## src/rtl/one_out_buffer_pkg.sv

```systemverilog
// Shared constants and types for the one adder result buffer.
// Imported by one_out_fifo, one_out_buffer and the one wrapper.
package one_out_buffer_pkg;

    localparam int WIDTH_DEFAULT   = 32;
    localparam int LATENCY_DEFAULT = 2;
    localparam int DEPTH_DEFAULT   = 4;

    typedef logic [WIDTH_DEFAULT-1:0] one_result_t;

endpackage

```

## src/rtl/one_out_fifo.sv

```systemverilog
// Circular-buffer FIFO with stored count; storage cleared on reset.
// Ports: clk, rst, wr_en/wr_data, rd_en/rd_data, empty, full.
module one_out_fifo #(
    parameter int WIDTH = 32,
    parameter int DEPTH = 4
) (
    input  logic             clk,
    input  logic             rst,
    input  logic             wr_en,
    input  logic [WIDTH-1:0] wr_data,
    input  logic             rd_en,
    output logic [WIDTH-1:0] rd_data,
    output logic             empty,
    output logic             full
);

    localparam int AW = (DEPTH > 1) ? $clog2(DEPTH) : 1;
    localparam int CW = $clog2(DEPTH + 1);
    localparam logic [AW-1:0] LAST = AW'(DEPTH - 1);
    localparam logic [CW-1:0] FULL_CNT = CW'(DEPTH);

    logic [WIDTH-1:0] mem_q [DEPTH];
    logic [WIDTH-1:0] mem_d [DEPTH];
    logic [AW-1:0]    wptr_q, wptr_d;
    logic [AW-1:0]    rptr_q, rptr_d;
    logic [CW-1:0]    cnt_q, cnt_d;
    logic             do_wr, do_rd;

    assign empty   = (cnt_q == '0);
    assign full    = (cnt_q == FULL_CNT);
    assign rd_data = mem_q[rptr_q];

    // The writer guarantees space; a write while full is only
    // issued alongside a pop, which frees the slot.
    assign do_rd = rd_en & ~empty;
    assign do_wr = wr_en;

    always_comb begin
        mem_d  = mem_q;
        wptr_d = wptr_q;
        rptr_d = rptr_q;
        cnt_d  = cnt_q;
        if (do_wr) begin
            mem_d[wptr_q] = wr_data;
            wptr_d = (wptr_q == LAST) ? '0 : wptr_q + AW'(1);
        end
        if (do_rd) begin
            rptr_d = (rptr_q == LAST) ? '0 : rptr_q + AW'(1);
        end
        unique case ({do_wr, do_rd})
            2'b10:   cnt_d = cnt_q + CW'(1);
            2'b01:   cnt_d = cnt_q - CW'(1);
            default: cnt_d = cnt_q;
        endcase
    end

    always_ff @(posedge clk) begin
        if (rst) begin
            mem_q  <= '{default: '0};
            wptr_q <= '0;
            rptr_q <= '0;
            cnt_q  <= '0;
        end else begin
            mem_q  <= mem_d;
            wptr_q <= wptr_d;
            rptr_q <= rptr_d;
            cnt_q  <= cnt_d;
        end
    end

endmodule

```

## src/rtl/one_out_buffer.sv

```systemverilog
// Result flow control for the one adder: valid delay line, credit
// counter and output FIFO with valid/ready towards the consumer.
// Ports: clk, rst, issue_valid, issue_ok, pipe_out, out_data,
// out_valid, out_ready, occupancy; err when ONE_OUT_BUFFER_ERR_EN.
module one_out_buffer
    import one_out_buffer_pkg::*;
#(
    parameter int WIDTH   = WIDTH_DEFAULT,
    parameter int LATENCY = LATENCY_DEFAULT,
    parameter int DEPTH   = DEPTH_DEFAULT
) (
    input  logic                       clk,
    input  logic                       rst,
    input  logic                       issue_valid,
    output logic                       issue_ok,
    input  logic [WIDTH-1:0]           pipe_out,
    output logic [WIDTH-1:0]           out_data,
    output logic                       out_valid,
    input  logic                       out_ready,
    output logic [$clog2(DEPTH+1)-1:0] occupancy
`ifdef ONE_OUT_BUFFER_ERR_EN
    ,
    output logic                       err
`endif
);

    localparam int OW = $clog2(DEPTH + 1);
    localparam logic [OW-1:0] DEPTH_C = OW'(DEPTH);

    logic [LATENCY-1:0] vld_q, vld_d;
    logic [OW-1:0]      occ_q, occ_d;
    logic               accept, pop, res_valid;
    logic               fifo_empty, fifo_full, fifo_wr;

    // Credits cover in-flight and stored results, so a free credit
    // always means a free FIFO slot when the result lands.
    assign issue_ok  = ~rst & (occ_q < DEPTH_C);
    assign accept    = issue_valid & issue_ok;
    assign out_valid = ~fifo_empty;
    assign pop       = out_valid & out_ready;
    assign res_valid = vld_q[LATENCY-1];
    assign fifo_wr   = res_valid & (~fifo_full | pop);
    assign occupancy = occ_q;

    always_comb begin
        vld_d[0] = accept;
        for (int i = 1; i < LATENCY; i++) begin
            vld_d[i] = vld_q[i-1];
        end
    end

    always_comb begin
        unique case ({accept, pop})
            2'b10:   occ_d = occ_q + OW'(1);
            2'b01:   occ_d = occ_q - OW'(1);
            default: occ_d = occ_q;
        endcase
    end

    always_ff @(posedge clk) begin
        if (rst) begin
            vld_q <= '0;
            occ_q <= '0;
        end else begin
            vld_q <= vld_d;
            occ_q <= occ_d;
        end
    end

    one_out_fifo #(
        .WIDTH (WIDTH),
        .DEPTH (DEPTH)
    ) u_fifo (
        .clk     (clk),
        .rst     (rst),
        .wr_en   (fifo_wr),
        .wr_data (pipe_out),
        .rd_en   (pop),
        .rd_data (out_data),
        .empty   (fifo_empty),
        .full    (fifo_full)
    );

`ifdef ONE_OUT_BUFFER_ERR_EN
    logic err_q, err_d;

    assign err_d = err_q | (issue_valid & ~issue_ok);
    assign err   = err_q;

    always_ff @(posedge clk) begin
        if (rst) begin
            err_q <= 1'b0;
        end else begin
            err_q <= err_d;
        end
    end

    a_issue_credit: assert property (
        @(posedge clk) disable iff (rst)
        !(issue_valid && !issue_ok)
    ) else $warning("issue_valid without credit");
`endif

endmodule

```

## config.mk

```make
export PLATFORM = sky130hd
export DESIGN_NAME = one_out_buffer
export DESIGN_NICKNAME = d
export VERILOG_FILES = /design/src/rtl/one_out_buffer_pkg.sv /design/src/rtl/one_out_fifo.sv /design/src/rtl/one_out_buffer.sv
export SDC_FILE = /design/constraint.sdc
export NUM_CORES = 1
export LEC_CHECK = 0
export BUFFER_PORTS_ARGS = -buffer_cell sky130_fd_sc_hd__clkbuf_2
export CORE_UTILIZATION = 35
export CTS_BUF_LIST = sky130_fd_sc_hd__clkbuf_4
export CTS_CLUSTER_DIAMETER = 80
export CTS_CLUSTER_SIZE = 30
export DETAILED_ROUTE_END_ITERATION = 10
export SYNTH_ARGS = -nofsm -noshare
export SYNTH_HDL_FRONTEND = slang
export SYNTH_SLANG_ARGS = --single-unit
```

## constraint.sdc

```tcl
create_clock -name clk -period 7.5 [get_ports clk]
set_clock_uncertainty 0.05 [all_clocks]
set_input_delay 1.125 -clock clk [delete_from_list [all_inputs] [get_ports clk]]
set_output_delay 1.125 -clock clk [all_outputs]
set_load 0.1 [all_outputs]
```

==> summary.md <==
| Metric | Value |
|---|---|
| CTS-repair resized insts | `0` |
| Hold crit path type | `reg -> reg` |
| Fmax | `about 0.26 GHz` |
| Core Region | `17200 µm²` |
| Die area | `18000 µm²` |
| Hold Vio Cnt, Final | `0` |
| Prevailing post-synth register cell | `dfxtp_1` |
| Final GP Congestion | `0.697` |
| IR drop worst, VDD | `roughly 0.0002 V` |
| Library cells used by synthesis | `29` |
| Min Tclk post-route | `3.78 ns` |
| Final ANT Viol Nets | `0` |
| Startpoint types | `register` |
| Top-count cell post-synth | `dfxtp_1` |
| Layout net count | `663` |
| Area leader, netlist | `dfxtp_1` |
| Syn Inst Count | `562` |
| CTS root buf | `clkbuf_4` |
| Seq/Total Area, Yosys | `0.457` |
| LEAKAGE | `between 3 and 4 nW` |
| Syn Nets | `607` |
| CTS sink count | `140` |
| Io pins | `73` |
| CP arrival | `approximately 2.6 ns` |
| Asr flop ratio synth | `0` |
| DR vias | `roughly 4.2k` |
| Synthesized area | `6130 µm²` |
| Sum Neg Setup Slack | `0 ns` |
| Synth Register Bits | `between 100 and 150` |
| Setup bufs post-CTS | `0` |
| Slew @ Worst Pin | `0.979 ns` |
| Overall global routing resource usage | `0.162` |
| Detailed-route wire length per cell | `15.7 µm` |
| Initial DRC count | `227` |
| Crit Path Max Fanout | `28` |
| First-pass GRT wire length | `between 20000 and 25000 µm` |
| Total of max-cap violations | `0` |
| Number of synthesized flops with an enable pin | `0` |
| Synth Warn # | `0` |
| Pre-antenna DRT Iters | `4` |
| Layout cells sized above 1 | `0.236` |
| Final Cycle Share | `0.505` |
| Die height | `134 µm` |
| Std cell rows | `48` |
| Clk_lat worst skew | `0.56 ns` |
| Crit Path Class | `reg -> out` |
| CP Capture Type | `output pin` |
| Vias in the first global route | `4475` |
| Inserted Clock Buffers | `17` |
| Worst-path clk slew | `0.12 ns` |
| TritonCTS clock tree | `yes` |
| Hold_ws | `between 0.4 and 0.5 ns` |
| Vias per inst | `4.90` |
| Rel. slew slack | `0.347` |
| Post-Route WL | `13500 µm` |
| Initial antenna violation count | `1` |
| Synth area leaders | `dfxtp_1 46%, mux2i_1 21%, mux4_2 12%, nand2_1 8.1%, nand2b_1 3.1%` |
| Grt ovf | `0` |
| Initial core utilization | `0.357` |
| Top cell type's share of synthesized area | `0.457` |
| Final setup vio count | `0` |
| Status | `finished clean` |
| HPWL Detailed | `~8400 µm` |
| Hold_buf cts | `0` |
| Layout overhead on the synthesized area | `12.2%` |
| Syn avg cell area | `approximately 11 µm²` |
| Clock Path Buffers | `2` |
| Max Slew Vio Count | `0` |
| IO Port Bufs | `72` |
| Commonest cells in the synthesized netlist | `140 x dfxtp_1, 132 x nand2_1, 129 x mux2i_1, 32 x mux4_2, 30 x nand2b_1` |
| Fillers | `around 1.7k` |
| Largest net degree at the start of global routing | `79` |
| Die Width | `134 µm` |
| Req. time, crit path | `6.32 ns` |
| Residual DRC | `0` |
| Unrepaired setup endpoints after global routing | `false` |
| H-tree level count | `4` |
| Pwr Density | `roughly 250 nW/µm²` |
[final cells by class]
class,instances,area (µm²),area share
antenna,1,2.50,0.000364
clock buffer,17,128,0.0185
clock inverter,15,148,0.0215
inverter,11,43.8,0.00636
multi-input combinational,370,3070,0.446
sequential,140,2810,0.408
tap,225,282,0.0409
timing repair buffer,78,405,0.0589
[sequential cells by signal (all words and copies together), names as in the netlist]
| name | count |
|---|---|
| u_fifo.mem_q | 128 |
| occupancy | 3 |
| u_fifo.cnt_q | 3 |
| u_fifo.rptr_q | 2 |
| u_fifo.wptr_q | 2 |
| vld_q | 2 |
[worst max-delay path: stages (launching register included)]
cell and delay [ns]:
dfxtp_2 0.47, buf_4 0.55, mux4_2 0.63, clkbuf_2 0.39
[metrics by stage]
step / util / setup WS (ns) / power, mW / cell area, µm² / cells
4_1_cts: 0.400 / 3.60 / 1.72 / 6880 / 856
3_3_place_gp: 0.384 / 4.13 / 1.22 / 6600 / 824
3_5_place_dp: 0.384 / 4.06 / 1.23 / 6600 / 824
2_1_floorplan: - / 3.60 / 1.16 / 6130 / 562
6_report: 0.401 / 3.72 / 1.69 / 6880 / 857
5_1_grt: 0.401 / 3.52 / 1.78 / 6880 / 857
[power breakdown]
group | total [mW] | switching [mW] | leakage [nW] | internal (mW)
Combinational | 0.411 | 0.292 | 1.88 | 0.119
Sequential | 0.799 | 0.0299 | 1.13 | 0.769
Clock | 0.484 | 0.288 | 0.140 | 0.196
Total | 1.69 | 0.610 | 3.15 | 1.08
[layout by cell type, fill, tap and decap left out, types with 2 or more instances in the layout]
cell / netlist / layout
clkbuf_2: 0 / 72
nand2b_1: 30 / 30
ha_1: 7 / 7
fa_1: 2 / 2
bufinv_16: 0 / 2
clkinvlp_4: 0 / 4
nand2_1: 132 / 132
dfxtp_1: 140 / 138
o21ai_0: 2 / 2
inv_6: 0 / 3
a21oi_1: 5 / 5
a31o_2: 2 / 2
xor2_1: 4 / 4
nand3_2: 0 / 3
mux4_2: 32 / 32
clkbuf_4: 0 / 17
and3_1: 2 / 2
clkinv_2: 0 / 3
dfxtp_2: 0 / 2
nor2_1: 8 / 8
buf_4: 7 / 6
inv_1: 10 / 10
or3_1: 4 / 4
clkinv_1: 1 / 2
mux2i_1: 129 / 129
[final timing paths]
check	from	endpoint	slack, ns	depth (start not counted)
worst max-delay path	u_fifo.rptr_q[0]	out_data[31]	3.72	3
worst min-delay path	vld_q[0]	vld_q[1]	0.40	1
worst max register to register	u_fifo.cnt_q[0]	u_fifo.cnt_q[2]	4.89	8
worst min register to register	vld_q[0]	vld_q[1]	0.40	1
[cells by family (layout without fill, tap and decap cells)]
group	Yosys count	in the layout	synth area share
compound gates	10	10	0.00980
xor+xnor	4	4	0.00571
fa+ha+maj	9	9	0.0208
buf+inv	52	121	0.0449
flops	140	140	0.457
mux	161	161	0.328
other cells	0	1	0
simple gates	186	186	0.133
[per-layer routing]
layer / up-vias / share of wire / GRT usage
li1: 2040 / - / -
met1: 2052 / 0.44 / 0.194
met2: 84 / 0.50 / 0.281
met3: 21 / 0.043 / 0.0442
met4: 0 / 0.014 / 0.0512
met5: - / 0 / 0
Power figures use the tool's default switching activity.
